$ cat src/rtl/zbb_count_if.sv
// Issue/writeback handshake bundle for the Zbb count unit.
// The master drives requests and out_ready; the slave is the execute unit.
interface zbb_count_if #(
    parameter int DATA_WIDTH = 32,
    parameter int TAG_W      = 5
);
    logic                  in_valid;
    logic                  in_ready;
    logic [1:0]            in_op;
    logic [DATA_WIDTH-1:0] in_operand;
    logic [TAG_W-1:0]      in_tag;
    logic                  out_valid;
    logic                  out_ready;
    logic [DATA_WIDTH-1:0] out_result;
    logic [TAG_W-1:0]      out_tag;

    modport master (
        output in_valid, in_op, in_operand, in_tag, out_ready,
        input  in_ready, out_valid, out_result, out_tag
    );

    modport slave (
        input  in_valid, in_op, in_operand, in_tag, out_ready,
        output in_ready, out_valid, out_result, out_tag
    );
endinterface

$ cat src/rtl/zbb_count_unit.sv
// Two-stage execute unit for Zbb CLZ/CTZ/CPOP: S1 captures (bit-reversed for CLZ),
// S2 computes the count and holds it in a valid/ready output register.
module zbb_count_unit #(
    parameter int DATA_WIDTH = 32,
    parameter int TAG_W      = 5
) (
    input  logic        clk,
    input  logic        rst_n,
    input  logic        flush,
    zbb_count_if.slave  bus
);
    localparam logic [1:0] OP_CLZ  = 2'b00;
    localparam logic [1:0] OP_CTZ  = 2'b01;
    localparam logic [1:0] OP_CPOP = 2'b10;

    logic                  s1_valid_reg;
    logic [1:0]            s1_op_reg;
    logic [DATA_WIDTH-1:0] s1_operand_reg;
    logic [DATA_WIDTH-1:0] s1_operand_next;
    logic [DATA_WIDTH-1:0] operand_rev;
    logic [TAG_W-1:0]      s1_tag_reg;
    logic                  s2_valid_reg;
    logic [DATA_WIDTH-1:0] result_reg;
    logic [DATA_WIDTH-1:0] result_next;
    logic [TAG_W-1:0]      tag_reg;
    logic                  s2_adv;
    logic                  s1_adv;
    logic                  in_ready_int;
    logic [5:0]            tz_count;
    logic [5:0]            pop_count;
    logic [5:0]            count;

    assign s2_adv       = !s2_valid_reg | bus.out_ready;
    assign s1_adv       = s1_valid_reg & s2_adv;
    assign in_ready_int = !s1_valid_reg | s2_adv;

    assign bus.in_ready   = in_ready_int;
    assign bus.out_valid  = s2_valid_reg;
    assign bus.out_result = result_reg;
    assign bus.out_tag    = tag_reg;

    // CLZ(x) == CTZ(reverse(x)), so only one encoder is needed downstream.
    genvar gi;
    for (gi = 0; gi < DATA_WIDTH; gi++) begin : g_rev
        assign operand_rev[gi] = bus.in_operand[DATA_WIDTH-1-gi];
    end

    assign s1_operand_next = (bus.in_op == OP_CLZ) ? operand_rev : bus.in_operand;

    always_ff @(posedge clk or negedge rst_n) begin
        if (!rst_n) begin
            s1_valid_reg   <= 1'b0;
            s1_op_reg      <= 2'b00;
            s1_operand_reg <= '0;
            s1_tag_reg     <= '0;
        end else if (flush) begin
            s1_valid_reg <= 1'b0;
        end else if (in_ready_int) begin
            s1_valid_reg <= bus.in_valid;
            if (bus.in_valid) begin
                s1_op_reg      <= bus.in_op;
                s1_operand_reg <= s1_operand_next;
                s1_tag_reg     <= bus.in_tag;
            end
        end
    end

    // Trailing-zero encoder: the lowest set bit wins; all-zero yields 32.
    always_comb begin
        tz_count = 6'd32;
        for (int i = DATA_WIDTH - 1; i >= 0; i--) begin
            if (s1_operand_reg[i]) tz_count = i[5:0];
        end
    end

    logic [1:0] pop_l1 [16];
    logic [2:0] pop_l2 [8];
    logic [3:0] pop_l3 [4];
    logic [4:0] pop_l4 [2];

    for (gi = 0; gi < 16; gi++) begin : g_pop_l1
        assign pop_l1[gi] = {1'b0, s1_operand_reg[2*gi]} + {1'b0, s1_operand_reg[2*gi+1]};
    end
    for (gi = 0; gi < 8; gi++) begin : g_pop_l2
        assign pop_l2[gi] = {1'b0, pop_l1[2*gi]} + {1'b0, pop_l1[2*gi+1]};
    end
    for (gi = 0; gi < 4; gi++) begin : g_pop_l3
        assign pop_l3[gi] = {1'b0, pop_l2[2*gi]} + {1'b0, pop_l2[2*gi+1]};
    end
    for (gi = 0; gi < 2; gi++) begin : g_pop_l4
        assign pop_l4[gi] = {1'b0, pop_l3[2*gi]} + {1'b0, pop_l3[2*gi+1]};
    end
    assign pop_count = {1'b0, pop_l4[0]} + {1'b0, pop_l4[1]};

    always_comb begin
        count = 6'd0;
        case (s1_op_reg)
            OP_CLZ, OP_CTZ: count = tz_count;
            OP_CPOP:        count = pop_count;
            default:        count = 6'd0;
        endcase
    end

    assign result_next = {{(DATA_WIDTH-6){1'b0}}, count};

    // Result/tag registers move only on an S2 load, so a stalled output stays stable.
    always_ff @(posedge clk or negedge rst_n) begin
        if (!rst_n) begin
            s2_valid_reg <= 1'b0;
            result_reg   <= '0;
            tag_reg      <= '0;
        end else if (flush) begin
            s2_valid_reg <= 1'b0;
        end else if (s2_adv) begin
            s2_valid_reg <= s1_valid_reg;
            if (s1_adv) begin
                result_reg <= result_next;
                tag_reg    <= s1_tag_reg;
            end
        end
    end
endmodule
$ cat src/flat_wrapper.sv
// flat-port wrapper written by rule: the top's interface ports become plain ports
module zbb_count_unit_flat 
#(
    parameter int DATA_WIDTH = 32,
    parameter int TAG_W      = 5
)
  (clk, rst_n, flush, bus_in_valid, bus_in_op, bus_in_operand, bus_in_tag, bus_out_ready, bus_in_ready, bus_out_valid, bus_out_result, bus_out_tag);
  zbb_count_if #(.DATA_WIDTH(DATA_WIDTH), .TAG_W(TAG_W)) bus_i ();
  input  logic clk;
  input  logic rst_n;
  input  logic flush;
  input wire logic [$bits(bus_i.in_valid)-1:0] bus_in_valid;
  input wire logic [$bits(bus_i.in_op)-1:0] bus_in_op;
  input wire logic [$bits(bus_i.in_operand)-1:0] bus_in_operand;
  input wire logic [$bits(bus_i.in_tag)-1:0] bus_in_tag;
  input wire logic [$bits(bus_i.out_ready)-1:0] bus_out_ready;
  output wire logic [$bits(bus_i.in_ready)-1:0] bus_in_ready;
  output wire logic [$bits(bus_i.out_valid)-1:0] bus_out_valid;
  output wire logic [$bits(bus_i.out_result)-1:0] bus_out_result;
  output wire logic [$bits(bus_i.out_tag)-1:0] bus_out_tag;
  assign bus_i.in_valid = bus_in_valid;
  assign bus_i.in_op = bus_in_op;
  assign bus_i.in_operand = bus_in_operand;
  assign bus_i.in_tag = bus_in_tag;
  assign bus_i.out_ready = bus_out_ready;
  assign bus_in_ready = bus_i.in_ready;
  assign bus_out_valid = bus_i.out_valid;
  assign bus_out_result = bus_i.out_result;
  assign bus_out_tag = bus_i.out_tag;
  zbb_count_unit #(.DATA_WIDTH(DATA_WIDTH), .TAG_W(TAG_W)) u_core (.clk(clk), .rst_n(rst_n), .flush(flush), .bus(bus_i));
endmodule
$ cat config.mk
export PLATFORM = sky130hd
export DESIGN_NAME = zbb_count_unit_flat
export DESIGN_NICKNAME = d
export VERILOG_FILES = /design/src/rtl/zbb_count_if.sv /design/src/rtl/zbb_count_unit.sv /design/src/flat_wrapper.sv
export SDC_FILE = /design/constraint.sdc
export NUM_CORES = 1
export LEC_CHECK = 0
export ABC_AREA = 1
export CAP_MARGIN = 15
export CORE_AREA = 2 2 79 111
export DETAILED_ROUTE_END_ITERATION = 6
export DIE_AREA = 0 0 81 113
export GPL_TIMING_DRIVEN = 0
export HOLD_SLACK_MARGIN = 0.15
export PLACE_DENSITY_LB_ADDON = 0.25
export SETUP_SLACK_MARGIN = 0.2
export SLEW_MARGIN = 20
export SYNTH_ARGS = -nofsm -noshare
export SYNTH_HDL_FRONTEND = slang
export SYNTH_SLANG_ARGS = --single-unit
$ cat constraint.sdc
create_clock -name clk -period 4.8 [get_ports clk]
set_clock_uncertainty 0.1 [all_clocks]
set_input_delay 0.96 -clock clk [delete_from_list [all_inputs] [get_ports clk]]
set_output_delay 0.96 -clock clk [all_outputs]
set_load 0.01 [all_outputs]
[Word-level counts from Yosys, hierarchy flattened]
Cells that the tools add are included.
Storage, ports and cells
  flip-flop bits (word level): 52
  latch bits: 0
  memory bits (writable): 0
  ROM bits: 0
  input port bits: 44
  output and inout port bits: 39
  logic and storage cells: 91
  memories: 0
Cells by class
  $add $sub $neg: 31
  $mul: 0
  divide/modulo/power cells: 0
  magnitude comparators: 0
  eq/ne operators: 2
  shift-type cells: 0
  muxes and demuxes: 38
  bitwise logic cells: 4
  reductions and logical operators: 9
Operators with widths (number)
  $mux W6: 32
  $add A1 B1 Y2: 16
  $mux W32: 1
  $add A2 B2 Y3: 8
  $add A3 B3 Y4: 4
  $pmux W6 S2: 1
  $add A4 B4 Y5: 2
  $add A5 B5 Y6: 1
  $reduce_and A3 Y1: 2
  $logic_not A2 Y1: 2
  $mux W1: 4
  $reduce_bool A2 Y1: 2
  $eq A2 B1 Y1 const B: 1
  $eq A2 B2 Y1 const B: 1
  $logic_not A1 Y1: 2
  $or A1 B1 Y1: 2
  $reduce_or A2 Y1: 1
  $and A1 B1 Y1: 1
  $not A1 Y1: 1

[Depth between registers and ports, before layout]
Gate-level depths: netlist (run 1).
  depth in word-level cells: 33
  depth in mapped cells: 29
  gate-level depth less buffers: 29

[Worst setup path before layout (run 1)]
Ideal clock, no wire load.
  path kind: flip-flop to flip-flop
  start point: register u_core.s1_operand_reg[25]
  end point: register u_core.result_reg[4] (netlist: u_core.bus.out_result[4])
  library setup time: 0.117 ns
  data arrival time: 5.050 ns
  required time: 4.583 ns
  setup slack: -0.467 ns
  cell stages (with the launch flop): 20
  path buffers: 0
  clock period less this slack: 5.267 ns
  cell sequence: dfrtp_1 -> bufinv_8 -> fa_1 -> fa_1 -> inv_1 -> fa_1 -> inv_1 -> fa_1 -> fa_1 -> fa_1 -> inv_1 -> ha_1 -> fa_1 -> nand2_1 -> nand2_1 -> a21oi_1 -> xnor2_1 -> a221o_1 -> o21ai_1 -> inv_1
On the way
  longest elaborated chain between the ends: 27
  elaborated cells between the ends (all ways): 32
  those cells by class: add/sub: 5; mux: 27
Ends and longest elaborated chain
  start: declaration: RTL line zbb_count_unit.sv:18  | logic [DATA_WIDTH-1:0] s1_operand_reg;
  start signal: assignment: RTL line zbb_count_unit.sv:62  | s1_operand_reg <= s1_operand_next;
  $mux W6 (26 in series): RTL line zbb_count_unit.sv:72  | if (s1_operand_reg[i]) tz_count = i[5:0];
  $pmux W6 S2 *: RTL line zbb_count_unit.sv:97  | case (s1_op_reg)
  end signal: assignment: RTL line zbb_count_unit.sv:117  | result_reg <= result_next;
  end: declaration: RTL line zbb_count_unit.sv:23  | logic [DATA_WIDTH-1:0] result_reg;
Mark *: on every way between the ends. The rest lies on a longest branch, timed or not.
A chain may end at the register's enable or synchronous reset.

[Worst setup path after layout (run 1)]
  start point: register u_core.s1_operand_reg[17]
  end point: register u_core.result_reg[4] (netlist: u_core.bus.out_result[4])
On the way
  longest elaborated chain between the ends: 19
  elaborated cells between the ends (all ways): 24
  those cells by class: add/sub: 5; mux: 19
Ends and longest elaborated chain (RTL line)
  $mux W6 (18 in series): zbb_count_unit.sv:72
  $pmux W6 S2 *: zbb_count_unit.sv:97
Marks and branches as above.

==> results of run 1 <==
cells in the final DEF, fill, tap and decap left out, types with 6 or more instances in the layout:
cell type | synthesis | routed
nand3_1 | 6 | 6
dfrtp_1 | 52 | 51
o211ai_1 | 16 | 16
clkbuf_1 | 15 | 15
inv_2 | 11 | 13
nand2_1 | 124 | 122
a21oi_1 | 13 | 11
o21ai_0 | 47 | 47
clkdlybuf4s50_1 | 0 | 55
inv_1 | 66 | 64
o21ai_1 | 6 | 6
nor2_1 | 27 | 27
buf_4 | 26 | 34
conb_1 | 1 | 26
fa_1 | 24 | 21
per-layer routing:
layer / routed length [um] / vias to the layer above / part of all wire / track usage
li1: - / 1586 / - / -
met1: 3560 / 1511 / 0.39 / 0.239
met2: 4870 / 96 / 0.53 / 0.380
met3: 422 / 18 / 0.046 / 0.0335
met4: 313 / 0 / 0.034 / 0.104
met5: 0 / - / 0 / 0
worst paths after layout:
| path | startpoint | end | slack [ns] | depth (start not counted) |
|---|---|---|---|---|
| max in group asynchronous | rst_n | u_core.s1_operand_reg[17] | 3.52 | 1 |
| worst min register to register | u_core.s1_tag_reg[3] | u_core.bus.out_tag[3] | 0.37 | 2 |
| worst max-delay path | u_core.s1_operand_reg[17] | u_core.bus.out_result[4] | -0.36 | 19 |
| worst max register to register | u_core.s1_operand_reg[17] | u_core.bus.out_result[4] | -0.36 | 19 |
| min in group asynchronous | rst_n | u_core.bus.out_result[5] | 0.59 | 1 |
| worst min-delay path | u_core.s1_tag_reg[3] | u_core.bus.out_tag[3] | 0.37 | 2 |
stage by stage:
| stage | setup TNS (ns) | hold WS [ns] | worst slack, ns |
|---|---|---|---|
| final | -0.392 | 0.375 | -0.362 |
| after global routing | -1.12 | 0.406 | -0.551 |
| after CTS | -0.509 | 0.379 | -0.366 |
| after detailed placement | -0.453 | 0.362 | -0.404 |
| after global placement | -0.382 | 0.348 | -0.369 |
| after floorplan | -0.158 | 0.342 | -0.158 |
critical path, cell delays in order (launching register included):
cell and delay, ns:
dfrtp_2 0.44, fa_1 0.51, inv_1 0.05, fa_1 0.52, inv_1 0.05, fa_1 0.47
inv_1 0.05, fa_1 0.52, fa_1 0.44, fa_1 0.51, inv_2 0.05, ha_4 0.16
fa_2 0.37, nand2_2 0.09, nand2_2 0.06, a21oi_2 0.14, xnor2_1 0.08, a221o_1 0.30
o21ai_1 0.07, inv_1 0.05
timing repair:
item,4_1_cts,5_1_grt
buffers inserted,5,2
gates resized for setup,8,4
setup endpoints to repair,5,5
pin swaps,1,3
power by group through the flow:
| stage | combinational [W] | sequential [W] | clock, W |
|---|---|---|---|
| 3_3_place_gp | 0.00219 | 0.000590 | 0 |
| 2_1_floorplan | 0.00169 | 0.000596 | 0 |
| 6_report | 0.00308 | 0.000585 | 0.000426 |
| 3_5_place_dp | 0.00228 | 0.000594 | 0 |
| 4_1_cts | 0.00283 | 0.000585 | 0.000427 |
| 5_1_grt | 0.00346 | 0.000596 | 0.000445 |
final cells by class:
type,count,area (um2)
fillers,765,3400
multi-input cells,314,1900
flip-flops and latches,52,1300
repair buffers,63,611
inverters,81,345
plain buffers,41,251
well taps,102,128
clock buffers,5,125
clock inverters,3,46.3
cells by family (layout without fill, tap and decap cells):
group                      Yosys count  after routing  synth area share
AOI/OAI and AO/OA                   93             93             0.145
adders and majority gates           31             31             0.156
other                                1             26           0.00103
and+or+nand+nor                    163            163             0.174
xor gates and xnor gates             1              1           0.00241
buffers and inverters              122            193             0.164
DFF                                 52             52             0.358
==> summary.txt, run 1 <==
STA
  • Final Cycle Share: 1.08
  • Final worst slack: -0.362 ns
  • RSZ-0062 raised after global routing: true
  • Slew HR: 0.549
  • FMAX: 194 MHz
  • Worst-Margin Slew: 0.676 ns
  • Final number of max-transition violations: 0
  • Final Hold Vio Count: 0
  • Setup violators final: 3
  • Tmin final: 5.16 ns

Die
  • Die Wd: 81 um
  • Row cnt: 39
  • Initial core utilization: 0.449
  • Core footprint: 8100 um2
  • IO Pins: 83
  • Die Area: 9150 um2
  • DIE HEIGHT: 113 um

GRT
  • GRT Residual Overflow: 0
  • First-pass GRT wire length: 14.7 mm
  • Total global-route track usage: 0.212
  • Number of global-route vias before repair: about 3200
  • Initial antenna violation count: 0
  • Largest net degree at the start of global routing: 53

Synthesis
  • Post-synth top cells: nand2_1, inv_1, dfrtp_1
  • Async SR Flop Fraction: 1.00
  • Area share of the largest cell type after synthesis: 0.358
  • Top cells by area, synth: dfrtp_1, fa_1, nand2_1
  • Synth cell types: 28
  • Area leader, netlist: dfrtp_1
  • Most common cell in the netlist: nand2_1
  • Avg Cell Area, Syn: approximately 7.9 um2
  • Flop and latch count out of synthesis: 52
  • Post-synthesis cell count: 463
  • Post-synth EDFFs: 0
  • Mapped cell area: roughly 3600 um2
  • Dominant synthesized flop cell: dfrtp_1
  • Synth Warn #: 0
  • Seq/Total Area, Yosys: 0.358

Clock tree
  • Clk Latency, worst-skew pair: around 0.30 ns
  • CTS root buffer: clkbuf_16
  • Clock transition at path regs: 0.07 ns
  • Deepest level of the CTS H-tree: 2
  • Total clock sinks: 52
  • Clock buffer depth: 2
  • TritonCTS clock tree: yes
  • TritonCTS buffer count: 5
  • Hold-fix buffers, CTS: 0

Placed design
  • Placed inst area: 4430 um2
  • Port-buffer cells: 56
  • RePlAce Congestion: 0.916
  • Placed Cells: roughly 650
  • Post-detail-place hpwl: 7.26 mm

Pwr
  • Leakage: 2.31 nW
  • Peak VDD IR: 1.10 mV
  • Sequential share of power: 0.143
  • Total Power: 0.00409 W
  • Switching Fraction: 0.442
  • Clock Power Share: 0.104
  • Combinational Power Share: 0.753
  • Power Dens Cells: 869 nW/um2
  • Psw: 0.00181 W
  • Internal power: about 0.0023 W

Finish
  • Non-filler cells, final: between 600 and 700
  • Max reg flops: 32
  • Final instance area: 4700 um2
  • Post-Route Utilization: 0.581
  • Layout area overhead: 29.3%
  • N_diodes: 0
  • Final nets: 633
  • Share of layout cells above drive strength 1: 0.127

Outcome
  • Failing checks: negative setup slack
  • Status: finished, violations left

Routing
  • Post-DRT Antenna Nets: 0
  • Average wire per standard cell: roughly 14 um
  • TritonRoute pass-1 iters: 4
  • Total number of vias: around 3200
  • DRC: 0
  • Vias per cell: 4.86
  • Total Wirelength: between 9 and 10 mm
  • Initial DRC Count: 183

Flow run
  • Max-cap viol count: 0

Hold path
  • Hold Crit Class: reg2reg

Worst setup path
  • CP Launch Type: flip-flop
  • Critical Path RT: 4.89 ns
  • Endpoint class of the critical path: flip-flop
  • Worst-path maximum fanout: 2
  • Data arrival, critical path: 5.26 ns
  • Crit path kind: reg2reg
Power figures use the tool's default switching activity.
==> run 2, diff against run 1 <==
GPL_TIMING_DRIVEN = default   (was 0)
==> run 2 against run 1 <==
  * The flow still finishes with violations (negative setup slack)
  * Cell count fell by 3.6%
  * Largest power group unchanged
  * Critical path depth did not move
  * Largest cell class unchanged
  * Combinational power fell by 4%
  * First-iteration DRC count fell by 27%
  * Clock-buffer cell count rose by 1
  * Clock power fell by 13%
  * Die area did not move
  * Register-to-register slack improved by 0.03 ns
==> summary.txt, run 2 (same netlist as run 1, synthesis figures left out) <==
Outcome
  • Status: finished, violations left
  • Failing checks: negative setup slack

Placed design
  • Dpl ws: -0.346 ns (+0.0576 ns)
  • Port-buffer cells: 56 (unchanged)
  • Placed inst area: 4350 um2 (-1.8%)
  • RePlAce Congestion: 0.912 (-0.49%)
  • Post-detail-place hpwl: 6.73 mm (-7.2%)

Pwr
  • Internal power: 0.00221 W (-3.0%)
  • Switching Fraction: 0.433 (-0.00878)
  • Leakage: 2.23 nW (-3.6%)
  • Clock Power Share: 0.095 (-0.009)
  • Total Power: 0.00390 W (-4.5%)
  • Sequential share of power: 0.149 (+0.006)
  • Combinational Power Share: 0.756 (+0.003)
  • Psw: 0.00169 W (-6.4%)
  • Peak VDD IR: 0.916 mV (-16%)
  • Power Dens Cells: 856 nW/um2 (-1.4%)

STA
  • Final worst slack: -0.328 ns (+0.0336 ns)
  • RSZ-0062 raised after global routing: true
  • Worst-Margin Slew: 1.00 ns (+0.326 ns)
  • Setup violators final: 2 (-1)
  • Slew HR: 0.331 (-0.219)
  • FMAX: 195 MHz (+0.65%)
  • Final Cycle Share: 1.07 (-0.00699)
  • Final Hold Vio Count: 0 (unchanged)
  • Final number of max-transition violations: 0 (unchanged)
  • Tmin final: 5.13 ns (-0.0336 ns)

GRT
  • Total global-route track usage: 0.200 (-0.0125)
  • Initial antenna violation count: 0 (unchanged)
  • GRT Residual Overflow: 0 (unchanged)
  • First-pass GRT wire length: 13.7 mm (-6.5%)
  • Number of global-route vias before repair: 2931 (-7.5%)
  • Largest net degree at the start of global routing: 61 (+15%)

Flow run
  • Max-cap viol count: 0 (unchanged)

Routing
  • TritonRoute pass-1 iters: 4 (unchanged)
  • Average wire per standard cell: 13.3 um (-3.9%)
  • Vias per cell: 4.78 (-1.7%)
  • Post-DRT Antenna Nets: 0 (unchanged)
  • Initial DRC Count: 134 (-27%)
  • DRC: 0 (unchanged)
  • Total number of vias: 3042 (-5.3%)
  • Total Wirelength: 8.49 mm (-7.4%)

Finish
  • Max reg flops: 32 (unchanged)
  • Share of layout cells above drive strength 1: 0.114 (-0.0130)
  • Layout area overhead: 25.2%
  • Post-Route Utilization: 0.562 (-0.0184)
  • N_diodes: 0 (unchanged)
  • Final instance area: 4560 um2 (-3.2%)
  • Final nets: 609 (-3.8%)
  • Commonest non-fill, non-tap cell in the layout: nand2_1
  • Commonest non-fill, non-tap cells in the layout: nand2_1, inv_1, clkdlybuf4s50_1, dfrtp_1, o21ai_0

Hold path
  • Hold Crit Class: reg2reg

Worst setup path
  • Most common cell on crit path: fa_1
  • CP Launch Type: flip-flop
  • Endpoint class of the critical path: flip-flop
  • Worst-path cell chain: fa_1 > inv_2 > fa_1 > inv_1 > fa_1 > inv_2 > fa_1 > fa_1 > fa_1 > inv_2 > ha_4 > fa_2 > nand2_2 > nand2_2 > a21oi_2 > xnor2_1 > a221o_1 > o21ai_1 > inv_1
  • Critical Path RT: 4.89 ns (about the same)
  • Worst-path maximum fanout: 2 (unchanged)
  • CP max-delay cell: fa_1
  • Data arrival, critical path: 5.21 ns (-0.05 ns)
  • Crit path largest cell delay: 0.56 ns (+0.04 ns)
  • Crit path kind: reg2reg

Clock tree
  • Clock transition at path regs: 0.07 ns (about the same)
  • Deepest level of the CTS H-tree: 2 (unchanged)
  • TritonCTS buffer count: 5 (unchanged)
  • Clk Latency, worst-skew pair: 0.30 ns (about the same)
  • Hold-fix buffers, CTS: 0 (unchanged)
  • CTS root buffer: clkbuf_16
  • Clock buffer depth: 2 (unchanged)
  • Total clock sinks: 52 (unchanged)
  • TritonCTS clock tree: yes

Die
  • Die Area: 9150 um2 (unchanged)
  • Initial core utilization: 0.449 (unchanged)
  • IO Pins: 83 (unchanged)
  • Core footprint: 8100 um2 (unchanged)
  • Row cnt: 39 (unchanged)
  • DIE HEIGHT: 113 um (unchanged)
  • Die Wd: 81 um (unchanged)
## run 2: cell types whose count changed in the layout (fill, tap and decap cells not counted), sizes merged
cell / delta
buf: -9
bufinv: -1
clkbuf: -14
## run 2: final timing paths
kind / from / endpoint / slack [ns] / cells after the start
worst max-delay path: u_core.s1_operand_reg[21] / u_core.bus.out_result[4] / -0.33 / 19
worst max register to register: u_core.s1_operand_reg[21] / u_core.bus.out_result[4] / -0.33 / 19
worst min-delay path: u_core.s1_tag_reg[0] / u_core.bus.out_tag[0] / 0.38 / 2
worst min register to register: u_core.s1_tag_reg[0] / u_core.bus.out_tag[0] / 0.38 / 2
max in group asynchronous: rst_n / u_core.s1_operand_reg[19] / 3.47 / 2
min in group asynchronous: rst_n / u_core.s1_operand_reg[16] / 0.67 / 2
## run 2: what timing repair did
| action | CTS | global route |
|---|---|---|
| endpoints found under the hold margin | 0 | 0 |
| endpoints found under the setup margin | 5 | 5 |
| pin swaps | 2 | 5 |
| gates cloned | 0 | 0 |
| buffers inserted | 0 | 2 |
| gates resized for setup | 5 | 5 |
## run 2: worst max-delay path, delay by kind of cell (launching register included)
family / cells / cell delay (ns)
fa+ha+maj: 8 / 3.53
compound gates: 3 / 0.50
flops: 1 / 0.41
buf+inv: 5 / 0.25
simple gates: 2 / 0.15
xor+xnor: 1 / 0.09
## run 2: area by class of cell
cell class | instances | area (um2)
Clock buffer | 6 | 139
Clock inverter | 2 | 13.8
Fill cell | 777 | 3540
Inverter | 81 | 345
Multi-Input combinational cell | 314 | 1890
Sequential cell | 52 | 1300
Tap cell | 102 | 128
Timing Repair Buffer | 80 | 736
## run 2: through the flow
| step | std cells | hold WS [ns] | setup TNS (ns) |
|---|---|---|---|
| 5_1_grt | 637 | 0.404 | -0.960 |
| 6_report | 637 | 0.378 | -0.361 |
| 2_1_floorplan | 488 | 0.342 | -0.158 |
| 3_3_place_gp | 627 | 0.346 | -0.252 |
| 4_1_cts | 635 | 0.384 | -0.351 |
| 3_5_place_dp | 627 | 0.366 | -0.346 |
## run 2: per-layer routing
| layer | global-route usage | wire, um |
|---|---|---|
| met1 | 0.229 | 3230 |
| met2 | 0.355 | 4550 |
| met3 | 0.0343 | 408 |
| met4 | 0.0904 | 300 |
| met5 | 0 | 0 |
## run 2: power groups by stage
stage | logic, W | clock network, W | registers (W)
finish | 0.00295 | 0.000369 | 0.000581
global route | 0.00334 | 0.000398 | 0.000590
CTS | 0.00269 | 0.000380 | 0.000581
detailed placement | 0.00236 | 0 | 0.000588
global placement | 0.00225 | 0 | 0.000584
floorplan | 0.00169 | 0 | 0.000596
